==> src/rtl/irq_pkg.sv <==
// Shared constants and types for the 68000 vblank interrupt controller.
package irq_pkg;

  // Function code the 68000 drives during an interrupt acknowledge cycle.
  localparam logic [2:0] FC_IACK = 3'b111;

  // Inactive (all-high) interrupt priority lines.
  localparam logic [2:0] IPL_NONE = 3'b111;

  // Priority level raised on vblank unless overridden.
  localparam int IRQ_LEVEL_DEFAULT = 4;

  // Autovector handshake state.
  typedef enum logic {
    VPA_IDLE = 1'b0,
    VPA_ACK  = 1'b1
  } vpa_state_e;

endpackage

==> src/rtl/m68k_irq_ctrl_if.sv <==
// 68000 bus-side signals seen by the interrupt controller.
//
// Handshake: the CPU holds cpu_as_n low for the whole bus cycle. During a
// matching IACK the controller answers by pulling vpa_n low (registered, one
// cycle after acceptance) and holds it low until the CPU releases cpu_as_n;
// vpa_n rises on the first clock edge that samples cpu_as_n high.
interface m68k_irq_ctrl_if;
  logic        int_en_cs;
  logic        vblank_cs;
  logic        cpu_rw;
  logic        cpu_lds_n;
  logic        cpu_as_n;
  logic [2:0]  cpu_fc;
  logic [2:0]  cpu_a;
  logic [15:0] cpu_dout;
  logic [15:0] irq_dout;
  logic        vpa_n;

  modport master (
    output int_en_cs, vblank_cs, cpu_rw, cpu_lds_n, cpu_as_n,
    output cpu_fc, cpu_a, cpu_dout,
    input  irq_dout, vpa_n
  );

  modport slave (
    input  int_en_cs, vblank_cs, cpu_rw, cpu_lds_n, cpu_as_n,
    input  cpu_fc, cpu_a, cpu_dout,
    output irq_dout, vpa_n
  );
endinterface

==> src/rtl/edge_detect.sv <==
// Rising-edge detector. The arm flag keeps a level that is already high when
// reset releases from being reported as an edge: the delayed copy is reloaded
// during the first post-reset cycle before detection is enabled.
module edge_detect (
  input  logic clk_i,
  input  logic rst_i,
  input  logic d_i,
  output logic q_o,
  output logic rise_o
);

  logic d_q;
  logic armed_q;

  // Delay line and arm flag.
  always_ff @(posedge clk_i) begin
    if (rst_i) begin
      d_q     <= 1'b0;
      armed_q <= 1'b0;
    end else begin
      d_q     <= d_i;
      armed_q <= 1'b1;
    end
  end

  assign q_o    = d_q;
  assign rise_o = d_i & ~d_q & armed_q;

endmodule

==> src/rtl/m68k_irq_ctrl.sv <==
// Vblank interrupt and status controller for the 68000: interrupt enable
// register, pending flag, autovector handshake, status read and frame pulse.
module m68k_irq_ctrl
  import irq_pkg::*;
#(
  parameter int IRQ_LEVEL = IRQ_LEVEL_DEFAULT,
  parameter int VBL_BIT   = 0
) (
  input  logic                 clk_sys,
  input  logic                 reset,
  input  logic                 vblank,
  m68k_irq_ctrl_if.slave       bus,
  output logic [2:0]           ipl_n,
  output logic                 int_en,
  output logic                 frame_start,
  output vpa_state_e           dbg_vpa_state
);

  localparam logic [2:0] LEVEL = 3'(IRQ_LEVEL);

  logic       vblank_q;
  logic       vbl_rise;
  logic       int_en_q, int_en_d;
  logic       pending_q, pending_d;
  logic       frame_start_q;
  vpa_state_e vpa_state_q, vpa_state_d;
  logic       wr_en;
  logic       eff_en;
  logic       iack;
  logic       accept;
  logic [15:0] rd_data;
  logic       unused_dout;

  edge_detect u_vbl_edge (
    .clk_i  (clk_sys),
    .rst_i  (reset),
    .d_i    (vblank),
    .q_o    (vblank_q),
    .rise_o (vbl_rise)
  );

  assign wr_en  = bus.int_en_cs & ~bus.cpu_rw & ~bus.cpu_lds_n & ~bus.cpu_as_n;
  assign eff_en = wr_en ? bus.cpu_dout[0] : int_en_q;
  assign iack   = (bus.cpu_fc == FC_IACK) & ~bus.cpu_as_n & (bus.cpu_a == LEVEL);
  // Only an outstanding request is acknowledged; vpa_n already low means the
  // current IACK was accepted on an earlier edge.
  assign accept = iack & pending_q & (vpa_state_q == VPA_IDLE);

  // Next-state for enable, pending and the autovector handshake.
  always_comb begin
    int_en_d    = int_en_q;
    pending_d   = pending_q;
    vpa_state_d = vpa_state_q;

    if (wr_en) int_en_d = bus.cpu_dout[0];

    // Clears first, set last: a new frame wins over acceptance, while a
    // disable write wins over the frame because eff_en is then 0.
    if (accept) pending_d = 1'b0;
    if (wr_en && !bus.cpu_dout[0]) pending_d = 1'b0;
    if (vbl_rise && eff_en) pending_d = 1'b1;

    case (vpa_state_q)
      VPA_IDLE: if (accept) vpa_state_d = VPA_ACK;
      VPA_ACK:  if (bus.cpu_as_n) vpa_state_d = VPA_IDLE;
      default:  vpa_state_d = VPA_IDLE;
    endcase
  end

  // Controller state registers.
  always_ff @(posedge clk_sys) begin
    if (reset) begin
      int_en_q      <= 1'b0;
      pending_q     <= 1'b0;
      vpa_state_q   <= VPA_IDLE;
      frame_start_q <= 1'b0;
    end else begin
      int_en_q      <= int_en_d;
      pending_q     <= pending_d;
      vpa_state_q   <= vpa_state_d;
      frame_start_q <= vbl_rise;
    end
  end

  // Status read word: vblank in its bit position, zero when not selected.
  always_comb begin
    rd_data = '0;
    if (bus.vblank_cs && bus.cpu_rw) rd_data[VBL_BIT] = vblank_q;
  end

  assign bus.irq_dout  = rd_data;
  assign bus.vpa_n     = (vpa_state_q != VPA_ACK);
  assign ipl_n         = pending_q ? ~LEVEL : IPL_NONE;
  assign int_en        = int_en_q;
  assign frame_start   = frame_start_q;
  assign dbg_vpa_state = vpa_state_q;

  // Only bit 0 of the write data is meaningful for the enable register.
  assign unused_dout = ^bus.cpu_dout[15:1];

endmodule

==> src/flat_wrapper.sv <==
// flat-port wrapper written by rule: the top's interface ports become plain ports
module m68k_irq_ctrl_flat import irq_pkg::*;
#(
  parameter int IRQ_LEVEL = IRQ_LEVEL_DEFAULT,
  parameter int VBL_BIT   = 0
)
  (clk_sys, reset, vblank, ipl_n, int_en, frame_start, dbg_vpa_state, bus_int_en_cs, bus_vblank_cs, bus_cpu_rw, bus_cpu_lds_n, bus_cpu_as_n, bus_cpu_fc, bus_cpu_a, bus_cpu_dout, bus_irq_dout, bus_vpa_n);
  m68k_irq_ctrl_if bus_i ();
  input  logic clk_sys;
  input  logic reset;
  input  logic vblank;
  output logic [2:0] ipl_n;
  output logic int_en;
  output logic frame_start;
  output vpa_state_e dbg_vpa_state;
  input wire logic [$bits(bus_i.int_en_cs)-1:0] bus_int_en_cs;
  input wire logic [$bits(bus_i.vblank_cs)-1:0] bus_vblank_cs;
  input wire logic [$bits(bus_i.cpu_rw)-1:0] bus_cpu_rw;
  input wire logic [$bits(bus_i.cpu_lds_n)-1:0] bus_cpu_lds_n;
  input wire logic [$bits(bus_i.cpu_as_n)-1:0] bus_cpu_as_n;
  input wire logic [$bits(bus_i.cpu_fc)-1:0] bus_cpu_fc;
  input wire logic [$bits(bus_i.cpu_a)-1:0] bus_cpu_a;
  input wire logic [$bits(bus_i.cpu_dout)-1:0] bus_cpu_dout;
  output wire logic [$bits(bus_i.irq_dout)-1:0] bus_irq_dout;
  output wire logic [$bits(bus_i.vpa_n)-1:0] bus_vpa_n;
  assign bus_i.int_en_cs = bus_int_en_cs;
  assign bus_i.vblank_cs = bus_vblank_cs;
  assign bus_i.cpu_rw = bus_cpu_rw;
  assign bus_i.cpu_lds_n = bus_cpu_lds_n;
  assign bus_i.cpu_as_n = bus_cpu_as_n;
  assign bus_i.cpu_fc = bus_cpu_fc;
  assign bus_i.cpu_a = bus_cpu_a;
  assign bus_i.cpu_dout = bus_cpu_dout;
  assign bus_irq_dout = bus_i.irq_dout;
  assign bus_vpa_n = bus_i.vpa_n;
  m68k_irq_ctrl #(.IRQ_LEVEL(IRQ_LEVEL), .VBL_BIT(VBL_BIT)) u_core (.clk_sys(clk_sys), .reset(reset), .vblank(vblank), .bus(bus_i), .ipl_n(ipl_n), .int_en(int_en), .frame_start(frame_start), .dbg_vpa_state(dbg_vpa_state));
endmodule
==> config.mk <==
export PLATFORM = sky130hd
export DESIGN_NAME = m68k_irq_ctrl_flat
export DESIGN_NICKNAME = d
export VERILOG_FILES = /design/src/rtl/irq_pkg.sv /design/src/rtl/m68k_irq_ctrl_if.sv /design/src/rtl/edge_detect.sv /design/src/rtl/m68k_irq_ctrl.sv /design/src/flat_wrapper.sv
export SDC_FILE = /design/constraint.sdc
export NUM_CORES = 1
export LEC_CHECK = 0
export ABC_AREA = 1
export CORE_AREA = 2 2 44 46
export CTS_CLUSTER_DIAMETER = 150
export DETAILED_ROUTE_END_ITERATION = 7
export DIE_AREA = 0 0 46 48
export PLACE_DENSITY = 0.73
export SYNTH_ARGS = -nofsm -noshare
export SYNTH_HDL_FRONTEND = slang
export SYNTH_SLANG_ARGS = --single-unit
==> constraint.sdc <==
create_clock -name clk_sys -period 0.9 [get_ports clk_sys]
set_input_delay 0.135 -clock clk_sys [delete_from_list [all_inputs] [get_ports clk_sys]]
set_output_delay 0.135 -clock clk_sys [all_outputs]
set_load 0.005 [all_outputs]
; ---- After elaboration in Yosys (flattened, before gate mapping)
; Index checks and enable logic that the tools add are counted.
[totals]
output_inout_bits = 23
inputBits = 30
wordCells = 37
reg_bits = 6
[op_classes]
bitwise = 14
n_mux = 10
eq_ne = 2
n_reduce_logical = 5
[ops]
columns = operator, count
row1 = bitwise AND 1 bit, 9
row2 = 2-to-1 mux 1 bit, 8
row3 = equality test 3 bit (second input constant), 2
row4 = NOT 1 bit, 5
row5 = logical AND 1 bit, 3
row6 = 2-to-1 mux 3 bit, 1
row7 = nonzero test 3 bit, 1
row8 = case mux 1 bit (2 select lines), 1
row9 = zero test 1 bit, 1

; ---- Longest topological paths before layout
[logic_depth]
depth_word = 8
ltp_mapped = 7
ltp_nobuf = 7

; ---- Cells and area by module
; From an unflattened synthesis, not the netlist that was laid out.
[unflattened]
hier_cells = 60
hier_area_um2 = 439.2
[by_module_without_submodules]
columns = mod, n_inst, cells_per_inst, area_per_inst_um2, seq_area_each_um2
row1 = m68k_irq_ctrl, 1, 53, 377.9, 80.1
row2 = edge_detect, 1, 7, 61.3, 40.0

; ---- Worst setup path before layout
; OpenSTA, ideal clock, no wires.
[synth_timing]
kind = register -> register
startpoint = register u_core.vpa_state_q (netlist: u_core.dbg_vpa_state)
endpoint = register u_core.vpa_state_q (netlist: u_core.dbg_vpa_state)
path_buffers = 0
required_time_ns = 0.834
t_arrival_ns = 0.726
setup_time_ns = 0.066
synth_period_minus_slack_ns = 0.792
path_stages_with_launch = 4
slack_ns = 0.108
path_cell_list = dfxtp_1 -> inv_1 -> or2_0 -> a21oi_2
[synth_via]
elab_chain_cells = 4
[synth_lines]
columns = item, line
row1 = from (decl), m68k_irq_ctrl.sv:26  ; vpa_state_e vpa_state_q, vpa_state_d;
row2 = from (signal assigned), m68k_irq_ctrl.sv:80  ; vpa_state_q <= vpa_state_d;
row3 = NOT 1 bit *, -
row4 = net bus_vpa_n, flat_wrapper.sv:25  ; output wire logic [$bits(bus_i.vpa_n)-1:0] bus_vpa_n;
row5 = bitwise AND 1 bit, m68k_irq_ctrl.sv:47  ; assign accept = iack & pending_q & (vpa_state_q == VPA_IDLE);
row6 = 2-to-1 mux 1 bit, m68k_irq_ctrl.sv:64  ; VPA_IDLE: if (accept) vpa_state_d = VPA_ACK;
row7 = case mux 1 bit (2 select lines) *, m68k_irq_ctrl.sv:63  ; case (vpa_state_q)
; The timed path passes the listed nets; every way through them passes the cells marked *.
; A chain may end at the register's enable or synchronous reset.

; ---- Final worst setup path
[layout_timing]
startpoint = register u_core.u_vbl_edge.d_q (netlist: u_core.u_vbl_edge.q_o)
endpoint = output bus_irq_dout[0]
[layout_via]
elab_chain_cells = 1
[layout_lines]
columns = item, line
row1 = from (decl), edge_detect.sv:12  ; logic d_q;
row2 = from (signal assigned), edge_detect.sv:21  ; d_q <= d_i;
row3 = 2-to-1 mux 1 bit, m68k_irq_ctrl.sv:88  ; if (bus.vblank_cs && bus.cpu_rw) rd_data[VBL_BIT] = vblank_q;
row4 = to (decl), flat_wrapper.sv:24  ; output wire logic [$bits(bus_i.irq_dout)-1:0] bus_irq_dout;
; Every way passes these cells.

==> flow_summary.yaml <==
outcome:
  violations: "setup timing"
  outcome: "finished, violations left"
final_layout:
  drive_above_1_share_pct: 31.65
  final_cell_mix: "17 x conb_1, 6 x clkdlybuf4s50_1"
  syn_to_final_growth_pct: 50.00
  final_common_cell: "conb_1"
  nets: 111
  final_core_util_pct: 35.78
  antennaDiodeCount: 0
synth:
  synth_area_um2: 402.9
  synth_seq_cells: 6
  synthDistinctLibCells: 17
  syn_area_per_cell_um2: 7.325
  yosys_warnings: 0
  postSynthCellCount: 55
  seq_area_frac_synth_pct: 29.81
worst_setup_path:
  critPathKind: "flip-flop to primary output"
  required_ps: 760
  endpoint_kind: "primary output"
  path_max_fanout: 2
  startpoint_type: "flip-flop"
  arrival_ps: 820
placement:
  dp_hpwl_um: 684.2
  dp_worst_setup_slack_ps: -479.2
  port_buffers: 20
  gp_congestion: 0.6927
sta:
  min_period_ps: 953.3
  skew_ps: 1.377
  grt_setup_unrepaired: "yes"
  finalCritPeriodShare_pct: 105.9
  setup_slack_ps: -53.27
  setup_viol: 1
  hold_viol: 0
  fmax_mhz: 1049
  report.final.slew_viol_count: 0
routing:
  drtIter0Drc: 1
  vias_per_cell: 3.719
  vias: 357
  avgRoutedWirePerCell_um: 8.677
  wirelength_um: 833
  route.antenna.remaining_nets: 0
  drtPass1Iterations: 4
  drc: 0
global_route:
  top_usage_layer: "met2"
  gr-usage-met1_pct: 9.396
  globalRouteTotalUtil_pct: 8.003
  grt_pass1_wl_mm: 1.193
  antenna_found_initial: 0
  met3_usage_pct: 5.660
  met2_usage_pct: 11.94
  grt-ovfl-total: 0
  grt_max_degree: 4
  grt_pass1_vias: 291
clock_tree:
  cts_buffers: 3
  htreeDepth: 1
  clkTransAtPathRegs_ps: 40
  cts_buffer_depth: 2
  tritoncts: "yes"
  clk-insertion-delay-late_ps: 240
  cts_sinks: 6
  cts_root_buffer: "clkbuf_4"
min_path:
  min-delay-path-class: "input pin to flip-flop"
power:
  power_density_mw_per_mm2: 1077
  p_leak_nw: 0.3433
  finalPower_w: 0.0006508
  ir_drop_mv: 0.8089
floorplanning:
  fp.dieArea_mm2: 0.002208
  ioPinCount: 53
  die_y_um: 48
  die_w_um: 46
  core-area_mm2: 0.001689
  start_util_pct: 23.85
  fp-row-count: 15
job:
  drv_cap: 0
[synth_stat cells]
master | count | area [um^2]
a21oi_1 | 1 | 5.000
a21oi_2 | 1 | 8.760
and3_1 | 1 | 6.260
buf_4 | 17 | 127.6
conb_1 | 2 | 7.510
dfxtp_1 | 6 | 120.1
inv_1 | 7 | 26.28
nand2_1 | 5 | 18.77
nand2_2 | 1 | 6.260
nand3_1 | 2 | 10.01
nand3_2 | 1 | 10.01
nand4_1 | 1 | 6.260
nor2_1 | 5 | 18.77
nor2_2 | 2 | 12.51
nor3_1 | 1 | 5.000
nor3b_1 | 1 | 7.510
or2_0 | 1 | 6.260
[path summary, 6_finish.rpt]
| kind | from | to | slack [ps] | depth (start not counted) |
|---|---|---|---|---|
| setup / recovery | u_core.u_vbl_edge.q_o | bus_irq_dout[0] | -50 | 2 |
| hold / removal | bus_cpu_lds_n | u_core.int_en | 220 | 4 |
| setup reg to reg | u_core.dbg_vpa_state | u_core.dbg_vpa_state | 80 | 3 |
| hold reg to reg | u_core.u_vbl_edge.armed_q | u_core.frame_start | 440 | 2 |
[worst max-delay path, stage by stage (launching register included)]
cell and delay [ps]:
dfxtp_2 320, and3_4 170, buf_6 90
[final cells by class]
| type | instances | area [um^2] |
|---|---|---|
| Inverter | 7 | 26.28 |
| Sequential cell | 6 | 125.1 |
| Multi-Input combinational cell | 40 | 195.2 |
| Timing Repair Buffer | 23 | 214.0 |
| Tap cell | 17 | 21.27 |
| Fill cell | 194 | 1085 |
| Clock buffer | 3 | 22.52 |
[routing by layer]
| layer | vias to the layer above | routed length, um |
|---|---|---|
| met2 | 32 | 396 |
| met3 | 0 | 153 |
| met1 | 145 | 283 |
| met5 | - | 0 |
| met4 | 0 | 0 |
| li1 | 180 | - |
[power breakdown]
group	internal (W)	switching, W
Combinational	0.0000705	0.0000536
Sequential	0.000277	0.00000327
Clock	0.000151	0.0000959
[logic make-up after synthesis]
| logic type | share of synthesized area (%) |
|---|---|
| AOI/OAI and AO/OA | 3.415 |
| and+or+nand+nor | 26.71 |
| buffers and inverters | 38.20 |
| DFF | 29.81 |
| other | 1.864 |
[timing repair]
| item | 4_1_cts | 5_1_grt |
|---|---|---|
| setup endpoints to repair | 7 | 7 |
| gates resized for setup | 27 | 15 |
| endpoints found under the hold margin | 0 | 0 |
| pin swaps | 8 | 9 |
| setup buffers | 0 | 0 |
| hold buffers | 0 | 0 |
[sequential cells by signal, indices dropped and copies added (netlist names)]
name,count
u_core.dbg_vpa_state,1
u_core.frame_start,1
u_core.int_en,1
u_core.pending_q,1
u_core.u_vbl_edge.armed_q,1
u_core.u_vbl_edge.q_o,1
[stage by stage]
stage | std cells | hold WS, ps | setup TNS (ps) | instance area, um^2
2_1_floorplan | 70 | 197.4 | 0 | 459.2
6_report | 96 | 218.6 | -53.27 | 604.3
3_3_place_gp | 94 | 444.2 | -1525 | 583.1
4_1_cts | 96 | 370.3 | -76.91 | 579.3
5_1_grt | 96 | 276.9 | -114.2 | 604.3
3_5_place_dp | 94 | 440.3 | -1578 | 583.1
Power figures use the tool's default switching activity.
